===== config.mk =====
export PLATFORM = sky130hd
export DESIGN_NAME = piso_tx_ctrl
export DESIGN_NICKNAME = d
export VERILOG_FILES = /design/src/rtl/piso_tx_pkg.sv /design/src/rtl/piso_shifter.sv /design/src/rtl/piso_tx_ctrl.sv
export SDC_FILE = /design/constraint.sdc
export NUM_CORES = 1
export LEC_CHECK = 0
export ABC_AREA = 1
export CAP_MARGIN = 20
export CORE_MARGIN = 2
export CORE_UTILIZATION = 48
export CTS_BUF_LIST = sky130_fd_sc_hd__clkbuf_8
export DETAILED_ROUTE_END_ITERATION = 12
export PLACE_DENSITY_LB_ADDON = 0.3
export SLEW_MARGIN = 10
export SYNTH_ARGS = -nofsm -noshare
export SYNTH_HDL_FRONTEND = slang
export SYNTH_SLANG_ARGS = --single-unit

===== constraint.sdc =====
create_clock -name clk -period 1.5 [get_ports clk]
set_input_delay 0.3 -clock clk [delete_from_list [all_inputs] [get_ports clk]]
set_output_delay 0.3 -clock clk [all_outputs]
set_load 0.05 [all_outputs]

===== src/rtl/piso_tx_pkg.sv =====
// Shared types and constants for the PISO transmit controller.
package piso_tx_pkg;

    typedef enum logic [1:0] {
        IDLE   = 2'd0,
        SHIFT  = 2'd1,
        PARITY = 2'd2
    } state_t;

    localparam int DEFAULT_WIDTH = 4;

    localparam logic REQ0 = 1'b0;
    localparam logic REQ1 = 1'b1;

endpackage


===== src/rtl/piso_shifter.sv =====
// Load/shift-left register with zero fill; the controller decides when to load or shift.
module piso_shifter
    import piso_tx_pkg::*;
#(
    parameter int WIDTH = DEFAULT_WIDTH
) (
    input  logic             clk,
    input  logic             rst_n,
    input  logic             i_load,
    input  logic             i_shift,
    input  logic [WIDTH-1:0] i_data,
    output logic             o_msb
);

    logic [WIDTH-1:0] r_data;

    always_ff @(posedge clk or negedge rst_n) begin
        if (!rst_n) begin
            r_data <= '0;
        end else if (i_load) begin
            r_data <= i_data;
        end else if (i_shift) begin
            r_data <= {r_data[WIDTH-2:0], 1'b0};
        end
    end

    assign o_msb = r_data[WIDTH-1];

endmodule


===== src/rtl/piso_tx_ctrl.sv =====
// Two-requester round-robin PISO transmit sequencer, MSB-first with frame strobes.
// Define PISO_TX_PARITY_EN to append an even-parity bit to every frame.
module piso_tx_ctrl
    import piso_tx_pkg::*;
#(
    parameter int WIDTH = DEFAULT_WIDTH
) (
    input  logic             clk,
    input  logic             rst_n,
    input  logic             req0_valid,
    input  logic [WIDTH-1:0] req0_data,
    output logic             req0_ready,
    input  logic             req1_valid,
    input  logic [WIDTH-1:0] req1_data,
    output logic             req1_ready,
    output logic             ser_out,
    output logic             ser_valid,
    output logic             ser_first,
    output logic             ser_last,
    output logic             grant_id,
    output logic             busy
);

    localparam int CNT_W = $clog2(WIDTH + 1);
    localparam logic [CNT_W-1:0] LAST_CNT = CNT_W'(WIDTH - 1);
`ifndef PISO_TX_PARITY_EN
    localparam logic [CNT_W-1:0] PEN_CNT  = CNT_W'(WIDTH - 2);
`endif

    state_t           r_state;
    state_t           w_next_state;
    logic [CNT_W-1:0] r_cnt;
    logic             r_last_grant;

    logic             w_in_idle;
    logic             w_gnt0;
    logic             w_gnt1;
    logic             w_hs;
    logic             w_winner;
    logic [WIDTH-1:0] w_word;
    logic             w_shift;
    logic             w_sh_msb;

    logic             w_nxt_ser_out;
    logic             w_nxt_first;
    logic             w_nxt_last;
    logic             w_nxt_active;

    logic             r_ser_out;
    logic             r_ser_valid;
    logic             r_ser_first;
    logic             r_ser_last;
    logic             r_grant_id;
    logic             r_busy;

`ifdef PISO_TX_PARITY_EN
    logic             r_parity;
`endif

    // On a tie the requester that was not granted last wins; ready is forced low in reset.
    assign w_in_idle = rst_n && (r_state == IDLE);
    assign w_gnt0    = w_in_idle && req0_valid && (!req1_valid || (r_last_grant == REQ1));
    assign w_gnt1    = w_in_idle && req1_valid && (!req0_valid || (r_last_grant == REQ0));
    assign w_hs      = w_gnt0 || w_gnt1;
    assign w_winner  = w_gnt1 ? REQ1 : REQ0;
    assign w_word    = w_gnt1 ? req1_data : req0_data;

    assign req0_ready = w_gnt0;
    assign req1_ready = w_gnt1;

    assign w_shift = (r_state == SHIFT);

    // The MSB goes straight into the output register, so the shifter keeps only the remaining bits.
    piso_shifter #(
        .WIDTH (WIDTH)
    ) u_shifter (
        .clk     (clk),
        .rst_n   (rst_n),
        .i_load  (w_hs),
        .i_shift (w_shift),
        .i_data  ({w_word[WIDTH-2:0], 1'b0}),
        .o_msb   (w_sh_msb)
    );

    always_ff @(posedge clk or negedge rst_n) begin
        if (!rst_n) begin
            r_state <= IDLE;
        end else begin
            r_state <= w_next_state;
        end
    end

    always_comb begin
        w_next_state = r_state;
        case (r_state)
            IDLE: begin
                if (w_hs) begin
                    w_next_state = SHIFT;
                end
            end
            SHIFT: begin
                if (r_cnt == LAST_CNT) begin
`ifdef PISO_TX_PARITY_EN
                    w_next_state = PARITY;
`else
                    w_next_state = IDLE;
`endif
                end
            end
`ifdef PISO_TX_PARITY_EN
            PARITY: begin
                w_next_state = IDLE;
            end
`endif
            default: begin
                w_next_state = IDLE;
            end
        endcase
    end

    // Outputs are computed one cycle ahead and registered, so each lines up with its frame cycle.
    always_comb begin
        w_nxt_ser_out = 1'b0;
        w_nxt_first   = 1'b0;
        w_nxt_last    = 1'b0;
        w_nxt_active  = (w_next_state != IDLE);
        case (r_state)
            IDLE: begin
                if (w_hs) begin
                    w_nxt_ser_out = w_word[WIDTH-1];
                    w_nxt_first   = 1'b1;
                end
            end
            SHIFT: begin
`ifdef PISO_TX_PARITY_EN
                if (r_cnt == LAST_CNT) begin
                    w_nxt_ser_out = r_parity;
                    w_nxt_last    = 1'b1;
                end else begin
                    w_nxt_ser_out = w_sh_msb;
                end
`else
                w_nxt_ser_out = w_sh_msb;
                w_nxt_last    = (r_cnt == PEN_CNT);
`endif
            end
            default: begin
                w_nxt_ser_out = 1'b0;
            end
        endcase
    end

    always_ff @(posedge clk or negedge rst_n) begin
        if (!rst_n) begin
            r_cnt        <= '0;
            r_last_grant <= REQ1;
            r_grant_id   <= REQ0;
        end else if (w_hs) begin
            r_cnt        <= '0;
            r_last_grant <= w_winner;
            r_grant_id   <= w_winner;
        end else if (r_state == SHIFT) begin
            r_cnt <= r_cnt + 1'b1;
        end
    end

`ifdef PISO_TX_PARITY_EN
    always_ff @(posedge clk or negedge rst_n) begin
        if (!rst_n) begin
            r_parity <= 1'b0;
        end else if (w_hs) begin
            r_parity <= ^w_word;
        end
    end
`endif

    always_ff @(posedge clk or negedge rst_n) begin
        if (!rst_n) begin
            r_ser_out   <= 1'b0;
            r_ser_valid <= 1'b0;
            r_ser_first <= 1'b0;
            r_ser_last  <= 1'b0;
            r_busy      <= 1'b0;
        end else begin
            r_ser_out   <= w_nxt_ser_out;
            r_ser_valid <= w_nxt_active;
            r_ser_first <= w_nxt_first;
            r_ser_last  <= w_nxt_last;
            r_busy      <= w_nxt_active;
        end
    end

    assign ser_out   = r_ser_out;
    assign ser_valid = r_ser_valid;
    assign ser_first = r_ser_first;
    assign ser_last  = r_ser_last;
    assign grant_id  = r_grant_id;
    assign busy      = r_busy;

endmodule


==> results.cfg <==
[floorplan]
initial_core_util_pct = 52.6
die_h_um = 42.2
die_w_um = 42.2
rows = 13
fp.dieArea_sq_um = 1780
core_sq_um = 1330
pin_count = 20

[route]
detail_route.vias_per_cell = 5.63
drtIter0Drc = 34
remaining_drc_errors = 0
wl_mm = 2.30
antenna_left = 0
drt-pass1-iter-count = 5
num_vias = 709
wl_per_cell_um = 18.2

[sta]
whs_ns = 0.280
fmax_mhz = 628
drv_slew = 0
final.min_clock_period_ns = 1.59
rsz0062_at_grt = yes
setup_viol_count_final = 7
worst_slack_ns = -0.0917
finClkSkew_ns = 0.00423
hold_viol_final = 0
period_share_pct = 106

[critical_path]
critPathLaunchType = flip-flop
r2r_slack_ns = -0.06
cp_slowest_cell = dfstp_2
crit_fanout = 2
ff2ff_path_depth = 9
crit_path_end_kind = primary output
crit_top_cell = nand2_4
path_cells = inv_2, nand2_4, nand2_4, nor2_4, buf_12
max_stage_delay_ns = 0.57
cp.required_ns = 1.20
worstSetupPathType = reg2out
worstPathArrival_ns = 1.29

[final_layout]
syn2layout_area_growth_pct = 68.3
diodes = 0
fin_cells = 126
drive_gt1_share_pct = 37.8
layout.nets = 127

[synthesis]
yosysSeqAreaShare_pct = 50.1
synth_top_family_by_area = simple AND/OR/NAND/NOR gates
muxShareOfSynthArea_pct = 0
synthesis.yosys.warnings = 0
syn_area_per_cell_sq_um = 9.62
synth-simple-area-share_pct = 25.3
syn_area_sq_um = 702
synth-xor-area-share_pct = 0
synth_compound_area_share_pct = 13.2
ys_ff_latch = 14
synth_nets = 88
yosys.area_share.adder_pct = 5.35
syn-instance-count = 73
yosysUniqueCellTypes = 21

[clocking]
numCtsBuffers = 3
cts_tree = built
cts.path.max_buffers = 2
cts_sinks = 14
clk_pin_slew_ns = 0.06
clk_root_buffer_cell = clkbuf_8
htreeDepth = 1
worstSkewPairLatency_ns = 0.25

[grt]
grt_max_degree = 14
gr-usage-all-layers_pct = 22.6
first_global_vias = 673
overflow = 0
antenna_found_initial = 0
grt_pass1_wl_mm = 2.98

[run_status]
status = complete, but fails checks
violations = setup timing

[placed_design]
port_buffers = 19
place_congestion = 0.815
dp_hpwl_mm = 1.24
dp.cells = 112

[pwr]
p_total_mw = 1.68
peakVddDrop_mv = 1.22
pwr_density_cell_nw_per_um2 = 1420
p_leak_nw = 0.580

[min_path]
hp-class = in2async

[flow_run]
max-cap-violations = 0
where the power goes:
group	internal, mW	leakage [nW]	switching, mW
registers	0.496	0.177	0.0950
logic	0.336	0.374	0.379
clock network	0.233	0.0288	0.137
total	1.06	0.580	0.611
cells in the final DEF (no fill, tap or decap), drive strengths merged:
cell	n
buf	25
dfrtp	13
nand2	12
clkdlybuf4s50	8
o21ai	8
nor2	8
inv	7
nand3	6
clkbuf	4
a21oi	4
ha	3
nand4	2
or2	2
o21bai	2
dlygate4sd2	2
o211ai	1
o22ai	1
dlymetal6s2s	1
dfstp	1
conb	1
critical path, delay by kind of cell, from the launching register on:
kind	cells	cell delay (ns)
flip-flops	1	0.57
AND/OR/NAND/NOR	3	0.26
buffers and inverters	2	0.20
what timing repair did:
action	CTS	global route
setup endpoints to repair	2	11
hold buffers	0	0
pin swaps	4	4
setup buffers	6	4
gates cloned	0	0
resized for setup	5	6
final cells by class:
| type | instances | area (sq um) |
|---|---|---|
| Clock buffer | 4 | 55.1 |
| Fill cell | 59 | 153 |
| Inverter | 7 | 26.3 |
| Multi-Input combinational cell | 50 | 332 |
| Sequential cell | 14 | 352 |
| Tap cell | 15 | 18.8 |
| Timing Repair Buffer | 36 | 398 |
registers in the layout, summed over array words and instances (netlist names):
name,flops
u_shifter.r_data,3
r_state,2
grant_id,1
busy,1
r_cnt,3
ser_first,1
r_last_grant,1
ser_last,1
ser_out,1
worst paths after layout:
path | startpoint | end
setup reg to reg | r_last_grant$_DFFE_PN1P_ | u_shifter.r_data[2]$_DFFE_PN0P_
hold reg to reg | u_shifter.r_data[3]$_DFFE_PN0P_ | ser_out$_DFF_PN0_
min in group clk | u_shifter.r_data[3]$_DFFE_PN0P_ | ser_out$_DFF_PN0_
setup / recovery | r_last_grant$_DFFE_PN1P_ | req0_ready
hold / removal | rst_n | busy$_DFF_PN0_
max in group asynchronous | rst_n | r_cnt[0]$_DFFE_PN0P_
cells by family (layout without fill, tap and decap cells):
family / Yosys count / in the layout
flip-flops: 14 / 14
AND/OR/NAND/NOR: 30 / 30
adder cells (fa/ha/maj): 3 / 3
AO/OA/AOI/OAI: 16 / 16
buffers and inverters: 9 / 47
other: 1 / 1
layer usage:
metal	global-route usage [%]	part of all wire, %	vias to the layer above
li1	-	-	316
met5	0	0	-
met3	8.62	5.4	12
met4	6.88	3.0	0
met2	39.7	52	40
met1	24.9	40	341
per-stage QoR:
stage               util (%)  instance area, sq um  setup slack [ns]  setup TNS (ns)
finish                  88.6                  1180           -0.0917          -0.274
global route            88.6                  1180            -0.133          -0.667
CTS                     85.0                  1130           -0.0496         -0.0779
detailed placement      77.3                  1030            -0.194           -1.52
global placement        77.3                  1030            -0.151          -0.935
floorplan                  -                   702             0.132               0
synth_stat cells:
library cell	number	share of area, %
o22ai_1	1	0.89
nand2_4	2	3.2
conb_1	1	0.53
nor2_4	4	6.4
inv_1	7	3.7
ha_1	3	5.3
dfrtp_1	13	46
or2_1	2	1.8
buf_2	1	0.71
a21oi_2	1	1.2
nor2_1	4	2.1
a21oi_1	3	2.1
nand3_1	6	4.3
nand2_1	9	4.8
o21bai_1	2	2.1
buf_4	1	1.1
dfstp_2	1	3.7
nand4_1	2	1.8
o211ai_1	1	1.1
o21ai_0	8	5.7
nand2_2	1	0.89
Note: power is estimated with default switching activity, not from simulation.
